===== src/rtl/fp_alu_sequencer_pkg.sv =====
// fp_alu_pkg: constants and state encoding shared by the fp_alu sequencer
// and anything that talks to fp_alu.
//   OP_*     : fp_alu opcodes (values above OP_DIV are illegal)
//   QNAN     : canonical quiet NaN returned for illegal opcodes
//   state_e  : sequencer FSM states
package fp_alu_pkg;
  localparam logic [2:0]  OP_ADD = 3'b000;
  localparam logic [2:0]  OP_SUB = 3'b001;
  localparam logic [2:0]  OP_MUL = 3'b010;
  localparam logic [2:0]  OP_DIV = 3'b011;
  localparam logic [31:0] QNAN   = 32'h7FC0_0000;

  typedef enum logic [2:0] {
    S_IDLE, S_ISSUE, S_WAIT_ACK, S_WAIT_DONE, S_RESP
  } state_e;

  function automatic logic op_legal(input logic [2:0] op);
    return op <= OP_DIV;
  endfunction
endpackage


===== src/rtl/fp_alu_sequencer_if.sv =====
// Request/response streams between the command front end and the sequencer.
//   req_*  : valid/ready request (operands + opcode), front end -> sequencer
//   rsp_*  : valid/ready response (result + flags), sequencer -> front end
//   master : front end side;  slave : sequencer side
interface fp_alu_sequencer_if;
  logic        req_valid;
  logic        req_ready;
  logic [31:0] req_a;
  logic [31:0] req_b;
  logic [2:0]  req_op;
  logic        rsp_valid;
  logic        rsp_ready;
  logic [31:0] rsp_result;
  logic        rsp_invalid;
  logic        rsp_timeout;

  modport master (
    output req_valid, req_a, req_b, req_op, rsp_ready,
    input  req_ready, rsp_valid, rsp_result, rsp_invalid, rsp_timeout
  );
  modport slave (
    input  req_valid, req_a, req_b, req_op, rsp_ready,
    output req_ready, rsp_valid, rsp_result, rsp_invalid, rsp_timeout
  );
endinterface


===== src/rtl/fp_alu_sequencer.sv =====
// fp_alu_sequencer: initiator side of the fp_alu start/ready protocol.
// Takes one request at a time, launches it on fp_alu with a single-cycle
// start pulse, waits for completion (or times out) and returns the result.
// Ports:
//   clk, reset     : clock, async active-low reset
//   bus (slave)    : request / response streams
//   alu_start      : one-cycle start pulse to fp_alu
//   alu_operand_*  : operands / opcode held stable for the whole operation
//   alu_opcode
//   alu_ready      : fp_alu idle/done
//   alu_result     : fp_alu result, alu_invalid : fp_alu invalid flag
//   ops_issued     : wrapping count of start pulses
module fp_alu_sequencer
  import fp_alu_pkg::*;
#(
  parameter int TIMEOUT_CYCLES = 64,
  parameter int CNT_W          = 16
) (
  input  logic                 clk,
  input  logic                 reset,
  fp_alu_sequencer_if.slave    bus,
  output logic                 alu_start,
  output logic [31:0]          alu_operand_a,
  output logic [31:0]          alu_operand_b,
  output logic [2:0]           alu_opcode,
  input  logic                 alu_ready,
  input  logic [31:0]          alu_result,
  input  logic                 alu_invalid,
  output logic [CNT_W-1:0]     ops_issued
);
  localparam int TW = $clog2(TIMEOUT_CYCLES + 1);

  state_e            state_q, state_d;
  logic [31:0]       a_q, a_d, b_q, b_d, res_q, res_d;
  logic [2:0]        op_q, op_d;
  logic              inv_q, inv_d, to_q, to_d;
  logic [TW-1:0]     cnt_q, cnt_d;
  logic [CNT_W-1:0]  ops_q, ops_d;
  logic              req_rdy, start, tmo;

  // >= rather than == so a counter that slips past the limit still aborts.
  assign tmo = (cnt_q >= TW'(TIMEOUT_CYCLES - 1));

  always_comb begin
    state_d = state_q;
    a_d     = a_q;
    b_d     = b_q;
    op_d    = op_q;
    res_d   = res_q;
    inv_d   = inv_q;
    to_d    = to_q;
    cnt_d   = cnt_q;
    ops_d   = ops_q;
    req_rdy = 1'b0;
    start   = 1'b0;
    case (state_q)
      S_IDLE: begin
        req_rdy = alu_ready;
        if (bus.req_valid && alu_ready) begin
          a_d  = bus.req_a;
          b_d  = bus.req_b;
          op_d = bus.req_op;
          if (!op_legal(bus.req_op)) begin
            res_d   = QNAN;
            inv_d   = 1'b1;
            to_d    = 1'b0;
            state_d = S_RESP;
          end else begin
            state_d = S_ISSUE;
          end
        end
      end
      S_ISSUE: begin
        cnt_d = '0;
        // Gate on alu_ready so a start can never hit a busy fp_alu.
        if (alu_ready) begin
          start   = 1'b1;
          ops_d   = ops_q + CNT_W'(1);
          state_d = S_WAIT_ACK;
        end
      end
      S_WAIT_ACK: begin
        cnt_d = cnt_q + TW'(1);
        // Seeing the ack is not completion, so the timeout takes priority.
        if (tmo) begin
          res_d = '0; inv_d = 1'b1; to_d = 1'b1; state_d = S_RESP;
        end else if (!alu_ready) begin
          state_d = S_WAIT_DONE;
        end
      end
      S_WAIT_DONE: begin
        cnt_d = cnt_q + TW'(1);
        // Completion wins over a timeout landing in the same cycle.
        if (alu_ready) begin
          res_d = alu_result; inv_d = alu_invalid; to_d = 1'b0; state_d = S_RESP;
        end else if (tmo) begin
          res_d = '0; inv_d = 1'b1; to_d = 1'b1; state_d = S_RESP;
        end
      end
      S_RESP: begin
        if (bus.rsp_ready) state_d = S_IDLE;
      end
      default: state_d = S_IDLE;
    endcase
  end

  always_ff @(posedge clk or negedge reset) begin
    if (!reset) begin
      state_q <= S_IDLE;
      a_q     <= '0;
      b_q     <= '0;
      op_q    <= '0;
      res_q   <= '0;
      inv_q   <= 1'b0;
      to_q    <= 1'b0;
      cnt_q   <= '0;
      ops_q   <= '0;
    end else begin
      state_q <= state_d;
      a_q     <= a_d;
      b_q     <= b_d;
      op_q    <= op_d;
      res_q   <= res_d;
      inv_q   <= inv_d;
      to_q    <= to_d;
      cnt_q   <= cnt_d;
      ops_q   <= ops_d;
    end
  end

  // req_ready is combinational from alu_ready; masking with reset keeps
  // every output low while reset is held.
  assign bus.req_ready   = req_rdy & reset;
  assign bus.rsp_valid   = (state_q == S_RESP);
  assign bus.rsp_result  = res_q;
  assign bus.rsp_invalid = inv_q;
  assign bus.rsp_timeout = to_q;
  assign alu_start       = start;
  assign alu_operand_a   = a_q;
  assign alu_operand_b   = b_q;
  assign alu_opcode      = op_q;
  assign ops_issued      = ops_q;
endmodule


===== src/flat_wrapper.sv =====
// flat-port wrapper written by rule: the top's interface ports become plain ports
module fp_alu_sequencer_flat import fp_alu_pkg::*;
#(
  parameter int TIMEOUT_CYCLES = 64,
  parameter int CNT_W          = 16
)
  (clk, reset, alu_start, alu_operand_a, alu_operand_b, alu_opcode, alu_ready, alu_result, alu_invalid, ops_issued, bus_req_valid, bus_req_a, bus_req_b, bus_req_op, bus_rsp_ready, bus_req_ready, bus_rsp_valid, bus_rsp_result, bus_rsp_invalid, bus_rsp_timeout);
  fp_alu_sequencer_if bus_i ();
  input  logic clk;
  input  logic reset;
  output logic alu_start;
  output logic [31:0] alu_operand_a;
  output logic [31:0] alu_operand_b;
  output logic [2:0] alu_opcode;
  input  logic alu_ready;
  input  logic [31:0] alu_result;
  input  logic alu_invalid;
  output logic [CNT_W-1:0] ops_issued;
  input wire logic [$bits(bus_i.req_valid)-1:0] bus_req_valid;
  input wire logic [$bits(bus_i.req_a)-1:0] bus_req_a;
  input wire logic [$bits(bus_i.req_b)-1:0] bus_req_b;
  input wire logic [$bits(bus_i.req_op)-1:0] bus_req_op;
  input wire logic [$bits(bus_i.rsp_ready)-1:0] bus_rsp_ready;
  output wire logic [$bits(bus_i.req_ready)-1:0] bus_req_ready;
  output wire logic [$bits(bus_i.rsp_valid)-1:0] bus_rsp_valid;
  output wire logic [$bits(bus_i.rsp_result)-1:0] bus_rsp_result;
  output wire logic [$bits(bus_i.rsp_invalid)-1:0] bus_rsp_invalid;
  output wire logic [$bits(bus_i.rsp_timeout)-1:0] bus_rsp_timeout;
  assign bus_i.req_valid = bus_req_valid;
  assign bus_i.req_a = bus_req_a;
  assign bus_i.req_b = bus_req_b;
  assign bus_i.req_op = bus_req_op;
  assign bus_i.rsp_ready = bus_rsp_ready;
  assign bus_req_ready = bus_i.req_ready;
  assign bus_rsp_valid = bus_i.rsp_valid;
  assign bus_rsp_result = bus_i.rsp_result;
  assign bus_rsp_invalid = bus_i.rsp_invalid;
  assign bus_rsp_timeout = bus_i.rsp_timeout;
  fp_alu_sequencer #(.TIMEOUT_CYCLES(TIMEOUT_CYCLES), .CNT_W(CNT_W)) u_core (.clk(clk), .reset(reset), .bus(bus_i), .alu_start(alu_start), .alu_operand_a(alu_operand_a), .alu_operand_b(alu_operand_b), .alu_opcode(alu_opcode), .alu_ready(alu_ready), .alu_result(alu_result), .alu_invalid(alu_invalid), .ops_issued(ops_issued));
endmodule

===== config.mk =====
export PLATFORM = sky130hd
export DESIGN_NAME = fp_alu_sequencer_flat
export DESIGN_NICKNAME = d
export VERILOG_FILES = /design/src/rtl/fp_alu_sequencer_pkg.sv /design/src/rtl/fp_alu_sequencer_if.sv /design/src/rtl/fp_alu_sequencer.sv /design/src/flat_wrapper.sv
export SDC_FILE = /design/constraint.sdc
export NUM_CORES = 1
export LEC_CHECK = 0
export BUFFER_PORTS_ARGS = -buffer_cell sky130_fd_sc_hd__buf_2
export CORE_MARGIN = 4
export CORE_UTILIZATION = 41
export DETAILED_ROUTE_END_ITERATION = 6
export GPL_ROUTABILITY_DRIVEN = 0
export PLACE_DENSITY = 0.68
export SLEW_MARGIN = 10
export SYNTH_ARGS = -nofsm -noshare
export SYNTH_HDL_FRONTEND = slang
export SYNTH_SLANG_ARGS = --single-unit

===== constraint.sdc =====
create_clock -name clk -period 1.88 [get_ports clk]
set_input_delay 0.47 -clock clk [delete_from_list [all_inputs] [get_ports clk]]
set_output_delay 0.47 -clock clk [all_outputs]
set_load 0.01 [all_outputs]

# After elaboration in Yosys (flattened, before gate mapping)

Cells that the tools add are included.

Output and inout bits: 120
Flip-flop bits (word level): 127
Input bits: 105
Logic and storage cells: 61

Equal/unequal tests: 10
Muxes and demuxes: 28
Bitwise operators: 1
$add $sub $neg: 2
Magnitude comparators: 2
Reduce and logical (&&, ||, !) cells: 9

Operators by type and width:

| kind                                                           | count |
|---|---|
| 2-to-1 mux 32 bit                                              | 4 |
| one-hot mux 32 bit (3 select lines)                            | 1 |
| 2-to-1 mux 3 bit                                               | 8 |
| adder 16 x 1 -> 16 bit, second input constant                  | 1 |
| one-hot mux 3 bit (5 select lines)                             | 1 |
| one-hot mux 7 bit (2 select lines)                             | 1 |
| 2-to-1 mux 1 bit                                               | 11 |
| adder 7 x 1 -> 7 bit, second input constant                    | 1 |
| >= comparator 7 x 6 -> 1 bit, second input constant            | 1 |
| == test 3 x 2 -> 1 bit, second input constant                  | 2 |
| != test 2 bit, second input constant                           | 3 |
| != test 3 x 2 -> 1 bit, second input constant                  | 2 |
| one-hot mux 1 bit (3 select lines)                             | 2 |
| AND reduction 5 bit                                            | 1 |
| AND reduction 2 bit                                            | 2 |
| == test 3 x 1 -> 1 bit, second input constant                  | 1 |
| == test 3 bit, second input constant                           | 1 |
| less-or-equal comparator 3 x 2 -> 1 bit, second input constant | 1 |
| logical NOT 3 bit                                              | 1 |
| AND reduction 3 bit                                            | 1 |
| nonzero test 3 bit                                             | 1 |
| != test 2 x 1 -> 1 bit, second input constant                  | 1 |
| nonzero test 2 bit                                             | 1 |
| OR reduction 2 bit                                             | 1 |
| 2 further kinds                                                | 2 |

# Longest topological paths before layout

Gate-level depths: netlist (run 1).

Word-level depth: 4
Mapped depth: 6
Gate-level depth less buffers: 5

# Worst setup path before layout (run 1)

Ideal clock, no wire load.

Kind: flip-flop to flip-flop
Start: reg u_core.state_q[1]
End: reg u_core.b_q[10], in the netlist u_core.alu_operand_b[10]
Stages on the path, launching flop included: 6
Data required time: 1.753 ns
Path buffers: 3
Data arrival time: 1.516 ns
Period minus slack after synthesis: 1.643 ns
Path slack: 0.237 ns
Cells stage by stage: dfrtp_1 -> buf_4 -> nor4_4 -> buf_4 -> buf_6 -> mux2_1

Cells in the longest elaborated chain, start to end: 2

RTL lines:

| what                                 | RTL line                | RTL |
|---|---|---|
| start: declaration                   | fp_alu_sequencer.sv:33  | `state_e state_q, state_d;` |
| start signal: assignment             | fp_alu_sequencer.sv:119 | `state_q <= state_d;` |
| logical NOT 3 bit                    | fp_alu_sequencer.sv:56  | `case (state_q)` |
| AND reduction 2 bit (no source line) | --                      |  |
| end signal: assignment               | fp_alu_sequencer.sv:111 | `b_q <= '0;` |
| end signal: assignment               | fp_alu_sequencer.sv:121 | `b_q <= b_d;` |
| end: declaration                     | fp_alu_sequencer.sv:34  | `logic [31:0] a_q, a_d, b_q, b_d, res_q, res_d;` |

No other way between the ends.
A chain may end at the register's enable or synchronous reset.

# Worst setup path after layout (run 1)

Start: reg u_core.state_q[2]
End: out bus_req_ready

Cells in the longest elaborated chain, start to end: 3

RTL lines:

| what              | RTL line                | RTL |
|---|---|---|
| logical NOT 3 bit | fp_alu_sequencer.sv:56  |  |
| 2-to-1 mux 1 bit  | fp_alu_sequencer.sv:56  |  |
| bitwise AND 1 bit | fp_alu_sequencer.sv:133 | `assign bus.req_ready = req_rdy & reset;` |
| end: declaration  | flat_wrapper.sv:24      | `output wire logic [$bits(bus_i.req_ready)-1:0] bus_req_ready;` |

No other way between the ends.

==> results of run 1 <==
==> metal layers <==
metal | global-route usage | share of wire
met4 | 0.0581 | 0.012
met3 | 0.0640 | 0.080
met1 | 0.230 | 0.40
met5 | 0 | 0.00087
met2 | 0.334 | 0.51
==> stage by stage <==
step                      utilization  hold WS [ns]  total power [W]  cell area, um2  std cells
after CTS                       0.583         0.226           0.0128            7700        893
final                           0.586         0.130           0.0127            7730        894
after global placement          0.521         0.459          0.00877            6870        850
after floorplan                     -         0.174          0.00695            5510        458
after global routing            0.586         0.213           0.0135            7730        894
after detailed placement        0.521         0.472          0.00895            6870        850
==> logic make-up (layout without fill, tap and decap cells) <==
kind of cell               after synthesis  after routing  synth area share
DFF                                    127            127             0.577
AOI/OAI and AO/OA                      102            102             0.109
and+or+nand+nor                         85             85            0.0948
muxes                                   70             70             0.142
buffers and inverters                   57            317            0.0482
xor gates and xnor gates                15             15            0.0239
adders and majority gates                2              2           0.00454
==> path summary, 6_finish.rpt <==
check	to	slack (ns)	depth (start not counted)
worst max-delay path	bus_req_ready	0.02	4
worst min-delay path	u_core.bus.rsp_result[1]	0.13	2
worst max register to register	u_core.alu_opcode[2]	0.08	5
worst min register to register	u_core.ops_issued[15]	0.48	1
max in group asynchronous	u_core.state_q[2]	1.12	2
min in group clk	u_core.state_q[2]	0.28	2
==> area by class of cell <==
cell class / instances / area, um2
Multi-Input combinational cell: 274 / 2110
Clock buffer: 18 / 429
Inverter: 29 / 111
Tap cell: 176 / 220
Fill cell: 1106 / 5460
Clock inverter: 14 / 215
Timing Repair Buffer: 256 / 1460
Sequential cell: 127 / 3180
==> power by group through the flow <==
stage / registers, W / clock network [W] / logic, W
floorplan: 0.00513 / 0 / 0.00183
global placement: 0.00460 / 0 / 0.00417
detailed placement: 0.00465 / 0 / 0.00430
CTS: 0.00461 / 0.00362 / 0.00461
global route: 0.00475 / 0.00376 / 0.00502
finish: 0.00460 / 0.00356 / 0.00459
==> worst reg2reg max path, cell delays in order, from the launching register on <==
cell and delay [ns]:
dfrtp_2 0.42, buf_4 0.16, nor4_4 0.29, buf_4 0.21, buf_6 0.23, mux2_2 0.36
==> placed cells by master (no fill, tap or decap), types with 10 or more instances in the layout <==
master     netlist  layout
a21oi_1         31      30
nand3b_1        22      22
clkbuf_16        0      17
o21ai_1         10      10
o21ai_0         41      41
nand3_1         11      11
buf_2           11     221
mux2_2          37      37
nand2_1         20      19
xnor2_1         11      11
buf_4            4      22
mux2_1          30      30
inv_1           29      27
dfrtp_1        127     124
==> registers in the layout, summed over array words and instances, names as in the netlist <==
name and cells:
u_core.alu_operand_b 32, u_core.bus.rsp_result 32, u_core.alu_operand_a 32, u_core.ops_issued 16, u_core.cnt_q 7, u_core.state_q 3
u_core.bus.rsp_timeout 1, u_core.bus.rsp_invalid 1, u_core.alu_opcode 3
==> timing repair <==
| item | CTS | global route |
|---|---|---|
| gates cloned | 2 | 0 |
| pin swaps | 1 | 2 |
| setup buffers | 9 | 1 |
| endpoints found under the setup margin | 3 | 46 |
| resized for setup | 15 | 10 |
==> run_results.csv, run 1 <==
group,metric,value,unit
sta,hold_viol,0,
clock_network,worstSkewPairLatency,0.40,ns
cells_and_area,synthToLayoutAreaGrowth,40.4,%
logic_synthesis,yosysTopAreaCell,"dfrtp_1",
detailed_routing,vias,4487,
worst_setup_path,cpPeakStageDelay,0.44,ns
clock_network,clockBufferDepth,2,
clock_network,cts_buffers,17,
worst_setup_path,critPathLaunch,"u_core.state_q[2]",
logic_synthesis,synthArstFlopShare,1.00,
logic_synthesis,synthCells,458,
power,seq_power_share,0.361,
sta,setup_viol,0,
clock_network,cts_tree,"yes",
clock_network,clock_sinks,127,
grt,grt_use_total,0.193,
detailed_routing,firstDrtPassIters,5,
power,p_sw,0.00425,W
worst_setup_path,crit_slowest_cell,"dfrtp_2",
grt,antenna_found_initial,1,
floorplanning,pin_count,225,
detailed_routing,finalWirelength,15000,um
flow_run,drv_cap,0,
power,p_leak,3.78,nW
power,powerDensity,1650,nW/um2
cells_and_area,final_nets,812,
logic_synthesis,ys_seq_area_frac,0.577,
logic_synthesis,synth.top_cells.by_count,"dfrtp_1 (127), o21ai_0 (41), mux2_2 (37), a21oi_1 (31), mux2_1 (30)",
worst_setup_path,cp.required,1.41,ns
sta,fin_setup_tns,0,ns
worst_setup_path,path_cells,"buf_6 -> nor2_4 -> and4b_1 -> buf_2",
sta,fmaxAchievable,536,MHz
sta,maxSlewViolCount,0,
sta,rsz0062_at_grt,"true",
floorplanning,die_y,124,um
grt,grt_pass1_wl,23100,um
sta,skew,0.00893,ns
floorplanning,core,13200,um2
sta,fin_crit_sh,0.992,
logic_synthesis,yosysMostFrequentCell,"dfrtp_1",
power,pwr-share-comb,0.360,
clock_network,htreeDepth,4,
worst_setup_path,critPathCaptureType,"output port",
logic_synthesis,synthFlopType,"dfrtp_1",
power,p_int,0.00849,W
place,io_buffers,224,
detailed_routing,drtIter0Drc,253,
place,place_ws,-0.0186,ns
clock_network,clkTransAtPathRegs,0.06,ns
clock_network,holdBufCountCts,0,
sta,min_period,1.86,ns
logic_synthesis,synth_warnings,0,
sta,slew_headroom,0.524,
detailed_routing,drc,0,
grt,grt_max_degree,128,
cells_and_area,drive_gt1_frac,0.478,
floorplanning,start_util,0.417,
min_path,min_path_type,"input port to async pin",
place,dp_hpwl,10300,um
worst_setup_path,crit_family,"flip-flops",
worst_setup_path,crit_type,"flop to output port",
detailed_routing,wire_per_inst,16.7,um
sta,fin_ws,0.0153,ns
power,p_clk_frac,0.279,
detailed_routing,drtAntennaViolNets,0,
detailed_routing,viasPerCell,5.02,
worst_setup_path,critPathMaxFanout,6,
logic_synthesis,yosysTopAreaCellShare,0.577,
grt,overflow,0,
logic_synthesis,synth-edff-count,0,
cells_and_area,insertedDiodeCount,0,
worst_setup_path,reg2reg_from,"u_core.state_q[1]",
logic_synthesis,mappedNetlistArea,5510,um2
clock_network,cts_root_buffer,"clkbuf_16",
floorplanning,die_area,15300,um2
grt,first_global_vias,4626,
logic_synthesis,synth.distinct_cells,40,
run_status,status,"completed",
logic_synthesis,synth_area_leaders,"dfrtp_1 (58%), mux2_2 (7.6%), mux2_1 (6.1%), o21ai_0 (3.7%), nand3b_1 (3.0%)",
logic_synthesis,syn_avg_cell_area,12.0,um2
worst_setup_path,critPathLaunchType,"flop",
logic_synthesis,syn-num-nets,565,
logic_synthesis,synth-seq-cells,127,
worst_setup_path,worstPathArrival,1.39,ns
floorplanning,core.rowCount,42,
floorplanning,die_x,124,um
sta,worst_pin_slew,0.714,ns
power,peakVddDrop,638,uV
worst_setup_path,path_buf_inv,2,
power,sw_frac_of_total,0.334,
(Power assumes the default switching activity.)
==> run 2: changes to the inputs <==
--- a/config.mk
+++ b/config.mk
@@ -8,9 +8,10 @@
 export BUFFER_PORTS_ARGS = -buffer_cell sky130_fd_sc_hd__buf_2
 export CORE_MARGIN = 4
 export CORE_UTILIZATION = 41
+export CTS_CLUSTER_DIAMETER = 80
 export DETAILED_ROUTE_END_ITERATION = 6
 export GPL_ROUTABILITY_DRIVEN = 0
-export PLACE_DENSITY = 0.68
+export PLACE_DENSITY = 0.7
 export SLEW_MARGIN = 10
 export SYNTH_ARGS = -nofsm -noshare
 export SYNTH_HDL_FRONTEND = slang
==> constraint.sdc (replaced) <==
create_clock -name clk -period 1.65 [get_ports clk]
set_input_delay 0.4125 -clock clk [delete_from_list [all_inputs] [get_ports clk]]
set_output_delay 0.4125 -clock clk [all_outputs]
set_load 0.01 [all_outputs]
==> run 2 against run 1 <==
Compared with the run above: the run now ends with negative setup slack left; register-to-register slack got worse by 0.22 ns; non-clock buffer count increased by 32; combinational power increased by 37%; sequential cell count unchanged; global-route usage increased by 0.60 points; count of clock-buffer cells in the layout unchanged; sequential power increased by 15%; clock skew increased by 0.0019 ns; total power increased by 21%; largest power group is now combinational cells.
==> run_results.csv, run 2 (same netlist as run 1, synthesis figures left out) <==
group,metric,value,unit
flow_run,drv_cap,0,
clock_network,worstSkewPairLatency,0.40,ns
cells_and_area,post-route-util,0.628,
worst_setup_path,critPathMaxFanout,5,
sta,min_period,1.82,ns
worst_setup_path,crit_type,"flop to output port",
clock_network,cts_root_buffer,"clkbuf_16",
clock_network,cts_tree,"yes",
floorplanning,die_area,15300,um2
floorplanning,die_y,124,um
place,place_ws,-0.0962,ns
grt,first_global_vias,4759,
floorplanning,die_x,124,um
cells_and_area,final_common_cell,"buf_2",
sta,rsz0062_at_grt,"true",
cells_and_area,final_nets,844,
worst_setup_path,r2r-end,"u_core.bus.rsp_result[29]",
floorplanning,start_util,0.417,
worst_setup_path,r2r_cells,6,
place,dp_hpwl,11000,um
sta,slew_headroom,0.558,
run_status,violations,"negative setup slack",
worst_setup_path,rrSetupSlack,-0.14,ns
cells_and_area,mostFrequentLayoutCells,"buf_2 (220), dfrtp_1 (124), mux2_4 (38)",
min_path,min_path_type,"input port to async pin",
cells_and_area,num-fill-cells,1018,
grt,grt_max_degree,128,
grt,grt_pass1_wl,24200,um
floorplanning,core,13200,um2
cells_and_area,synthToLayoutAreaGrowth,50.4,%
floorplanning,pin_count,225,
detailed_routing,vias,4778,
sta,fin_crit_sh,1.10,
sta,hold_viol,0,
place,io_buffers,224,
clock_network,clock_sinks,127,
sta,maxSlewViolCount,0,
power,peakVddDrop,730,uV
clock_network,clockBufferDepth,2,
run_status,status,"finished with violations",
power,p_leak,4.12,nW
power,finalPower,0.0154,W
clock_network,cts_buffers,17,
grt,overflow,0,
clock_network,clkTransAtPathRegs,0.06,ns
grt,grt_use_total,0.200,
detailed_routing,drc,0,
sta,skew,0.0108,ns
cells_and_area,drive_gt1_frac,0.547,
floorplanning,core.rowCount,42,
power,powerDensity,1860,nW/um2
detailed_routing,drtIter0Drc,295,
worst_setup_path,cp.required,1.24,ns
worst_setup_path,critPathLaunchType,"flop",
worst_setup_path,critPathCaptureType,"output port",
worst_setup_path,worstPathArrival,1.41,ns
worst_setup_path,reg2reg_from,"u_core.state_q[0]",
detailed_routing,firstDrtPassIters,4,
detailed_routing,wire_per_inst,17.9,um
detailed_routing,drtAntennaViolNets,0,
clock_network,holdBufCountCts,0,
clock_network,htreeDepth,4,
detailed_routing,finalWirelength,16600,um
sta,fmaxAchievable,549,MHz
sta,fin_ws,-0.172,ns
sta,worst_pin_slew,0.663,ns
detailed_routing,viasPerCell,5.16,
cells_and_area,insertedDiodeCount,0,
grt,antenna_found_initial,1,
sta,setup_viol,80,
-- run 2: changes by cell type in the layout (fill, tap and decap cells not counted), sizes merged --
cell,previous run,this run
buf,256,284
clkbuf,18,22
clkinv,6,7
inv,30,31
bufinv,5,3
-- run 2: power breakdown --
group	internal, W	leakage (nW)	switching [W]
Sequential	0.00448	1.58	0.000806
Combinational	0.00332	2.25	0.00296
Clock	0.00242	0.296	0.00139
Total	0.0102	4.12	0.00515
-- run 2: layout make-up --
| class | count | area (um2) | share of cell area |
|---|---|---|---|
| Clock inverter | 14 | 165 | 0.0199 |
| Multi-Input combinational cell | 274 | 2300 | 0.278 |
| Sequential cell | 127 | 3180 | 0.384 |
| Inverter | 29 | 111 | 0.0135 |
| Tap cell | 176 | 220 | 0.0266 |
| Timing Repair Buffer | 288 | 1860 | 0.225 |
| Clock buffer | 18 | 439 | 0.0530 |
-- run 2: worst max-delay path, cell delays in order (launching register included) --
cell	delay, ns
dfrtp_2	0.45
buf_6	0.15
nor2_4	0.08
and4b_1	0.22
buf_6	0.12
-- run 2: per-layer routing --
layer | routed length [um] | global-route usage | vias to the layer above
li1 | - | - | 2178
met1 | 6800 | 0.248 | 2391
met2 | 8340 | 0.345 | 194
met3 | 1290 | 0.0540 | 15
met4 | 165 | 0.0498 | 0
met5 | 0 | 0 | -
-- run 2: worst max path at each step --
stage | startpoint | endpoint | slack (ns) | cells past startpoint
after CTS | u_core.state_q[1] | bus_req_ready | -0.15 | 4
after global routing | u_core.state_q[1] | bus_req_ready | -0.23 | 4
final | u_core.state_q[2] | bus_req_ready | -0.17 | 4
after global placement | alu_ready | u_core.ops_issued[12] | -0.04 | 7
after floorplan | u_core.state_q[1] | u_core.alu_operand_b[10] | 0.007 | 5
after detailed placement | alu_ready | u_core.ops_issued[12] | -0.1 | 7
-- run 2: repair_timing --
action,4_1_cts,5_1_grt
setup endpoints to repair,28,107
cloned,2,5
gates resized for setup,52,47
pin swaps,4,13
buffers inserted,11,8
-- run 2: through the flow --
| step | hold WS (ns) | TNS (ns) | cells | cell area (um2) |
|---|---|---|---|---|
| 6_report | 0.200 | -7.12 | 926 | 8280 |
| 5_1_grt | 0.215 | -11.81 | 926 | 8280 |
| 4_1_cts | 0.211 | -4.72 | 914 | 7970 |
| 3_5_place_dp | 0.469 | -2.49 | 869 | 7060 |
| 3_3_place_gp | 0.462 | -0.692 | 869 | 7060 |
| 2_1_floorplan | 0.117 | 0 | 458 | 5510 |
==> run 3: changes to the inputs <==
--- a/config.mk
+++ b/config.mk
@@ -11,7 +11,8 @@
 export CTS_CLUSTER_DIAMETER = 80
 export DETAILED_ROUTE_END_ITERATION = 6
 export GPL_ROUTABILITY_DRIVEN = 0
-export PLACE_DENSITY = 0.7
+export PLACE_DENSITY = 0.72
+export RECOVER_POWER = 25
 export SLEW_MARGIN = 10
 export SYNTH_ARGS = -nofsm -noshare
 export SYNTH_HDL_FRONTEND = slang
==> run 3 against run 2 <==
Compared with the run above: the flow still finishes with violations (negative setup slack); global-route usage rose by 0.070 points; total power rose by 4.7%; hold slack got worse by 0.0027 ns; final cell count fell by 0.43%.
==> run_results.csv, run 3 (same netlist as run 1, synthesis figures left out) <==
group,metric,value,unit
detailed_routing,vias,4715,
grt,grt_max_degree,128,
worst_setup_path,r2r_cells,6,
worst_setup_path,crit_type,"flop to output port",
cells_and_area,final_nets,840,
clock_network,holdBufCountCts,0,
flow_run,drv_cap,0,
floorplanning,die_area,15300,um2
min_path,min_path_type,"input port to flop",
worst_setup_path,cp.required,1.24,ns
min_path,hold_path_depth,2,
run_status,status,"finished with violations",
clock_network,worstSkewPairLatency,0.41,ns
clock_network,htreeDepth,4,
worst_setup_path,path_cells,"buf_6 -> nor2_4 -> and4b_1 -> buf_2",
place,dp_hpwl,11000,um
cells_and_area,insertedDiodeCount,0,
floorplanning,start_util,0.417,
min_path,hold_start,"bus_rsp_ready",
grt,first_global_vias,4626,
cells_and_area,fin_cells,922,
clock_network,clockBufferDepth,2,
power,p_leak,4.20,nW
clock_network,clock_sinks,127,
place,dpl_cell_area,7050,um2
worst_setup_path,critPathMaxFanout,3,
power,seq_power_share,0.329,
sta,whs,0.197,ns
detailed_routing,viasPerCell,5.11,
power,finalPower,0.0161,W
sta,rsz0062_at_grt,"true",
power,peakVddDrop,753,uV
grt,antenna_found_initial,0,
floorplanning,pin_count,225,
cells_and_area,post-route-util,0.642,
floorplanning,core.rowCount,42,
sta,fin_ws,-0.139,ns
worst_setup_path,cpPeakStageDelay,0.43,ns
detailed_routing,wire_per_inst,18.2,um
detailed_routing,drtAntennaViolNets,0,
power,p_int,0.0108,W
sta,worst_pin_slew,1.16,ns
place,io_buffers,224,
grt,grt_use_total,0.200,
sta,fin_crit_sh,1.08,
run_status,violations,"negative setup slack",
cells_and_area,mostFrequentLayoutCells,"buf_2 (221), dfrtp_1 (125), mux2_4 (66)",
clock_network,cts_tree,"yes",
grt,overflow,0,
power,p_sw,0.00529,W
detailed_routing,firstDrtPassIters,4,
clock_network,clkTransAtPathRegs,0.06,ns
floorplanning,core,13200,um2
sta,hold_viol,0,
sta,fmaxAchievable,559,MHz
worst_setup_path,critPathCaptureType,"output port",
power,pwr-share-comb,0.411,
worst_setup_path,worstPathArrival,1.38,ns
worst_setup_path,reg2reg_from,"u_core.state_q[1]",
cells_and_area,synthToLayoutAreaGrowth,53.7,%
cells_and_area,final_common_cell,"buf_2",
power,powerDensity,1900,nW/um2
sta,setup_viol,80,
power,sw_frac_of_total,0.329,
sta,skew,0.00918,ns
detailed_routing,finalWirelength,16800,um
cells_and_area,drive_gt1_frac,0.567,
floorplanning,die_y,124,um
clock_network,cts_root_buffer,"clkbuf_16",
sta,slew_headroom,0.227,
min_path,worstHoldEndpoint,"u_core.state_q[2]",
detailed_routing,drtIter0Drc,345,
worst_setup_path,rrSetupSlack,-0.11,ns
worst_setup_path,r2r-end,"u_core.bus.rsp_result[27]",
worst_setup_path,crit_slowest_cell,"dfrtp_2",
cells_and_area,final_design_area_no_fill,8460,um2
sta,min_period,1.79,ns
detailed_routing,drc,0,
place,dp.cells,867,
sta,maxSlewViolCount,0,
clock_network,cts_buffers,17,
worst_setup_path,critPathLaunchType,"flop",
worst_setup_path,crit_family,"flip-flops",
power,p_clk_frac,0.261,
grt,grt_pass1_wl,23800,um
worst_setup_path,path_buf_inv,2,
floorplanning,die_x,124,um
run 3: changes by cell type in the layout (fill, tap and decap cells not counted), sizes merged:
cell      previous run  this run
buf                284       280
bufinv               3         5
clkbuf              22        24
clkinv               7         4
clkinvlp             2         1
run 3: area by class of cell:
type | instances | area (um2)
multi-input cells | 274 | 2490
well taps | 176 | 220
fillers | 982 | 4730
inverters | 29 | 111
repair buffers | 284 | 1800
clock inverters | 12 | 206
flip-flops and latches | 127 | 3180
clock buffers | 20 | 457
run 3: layer usage:
metal / GRT usage / wire [um]
met1: 0.242 / 6580
met2: 0.355 / 8800
met3: 0.0468 / 1260
met4: 0.0616 / 133
met5: 0 / 0
run 3: metrics by stage:
step	setup WS [ns]	TNS (ns)
after global placement	-0.0400	-0.940
after CTS	-0.158	-8.46
after floorplan	0.00665	0
after global routing	-0.210	-11.70
after detailed placement	-0.0949	-4.50
final	-0.139	-6.17
run 3: power groups by stage:
stage	registers (W)	logic, W	clock network [W]
finish	0.00529	0.00660	0.00419
CTS	0.00524	0.00550	0.00425
global route	0.00544	0.00712	0.00441
floorplan	0.00584	0.00208	0
detailed placement	0.00529	0.00511	0
global placement	0.00520	0.00497	0
run 3: repair_timing:
action	in CTS	in global routing
setup endpoints to repair	74	110
resized for setup	33	119
pin swaps	7	21
cloned	2	5
buffers inserted	11	6
run 3: worst max-delay path by stage:
stage	endpoint	from	depth (start not counted)	slack, ns
CTS	alu_start	u_core.state_q[1]	4	-0.16
global placement	u_core.ops_issued[12]	alu_ready	6	-0.04
global route	bus_req_ready	u_core.state_q[1]	4	-0.21
floorplan	u_core.alu_operand_b[10]	u_core.state_q[1]	5	0.007
detailed placement	u_core.ops_issued[12]	u_core.state_q[1]	5	-0.09
finish	bus_req_ready	u_core.state_q[1]	4	-0.14
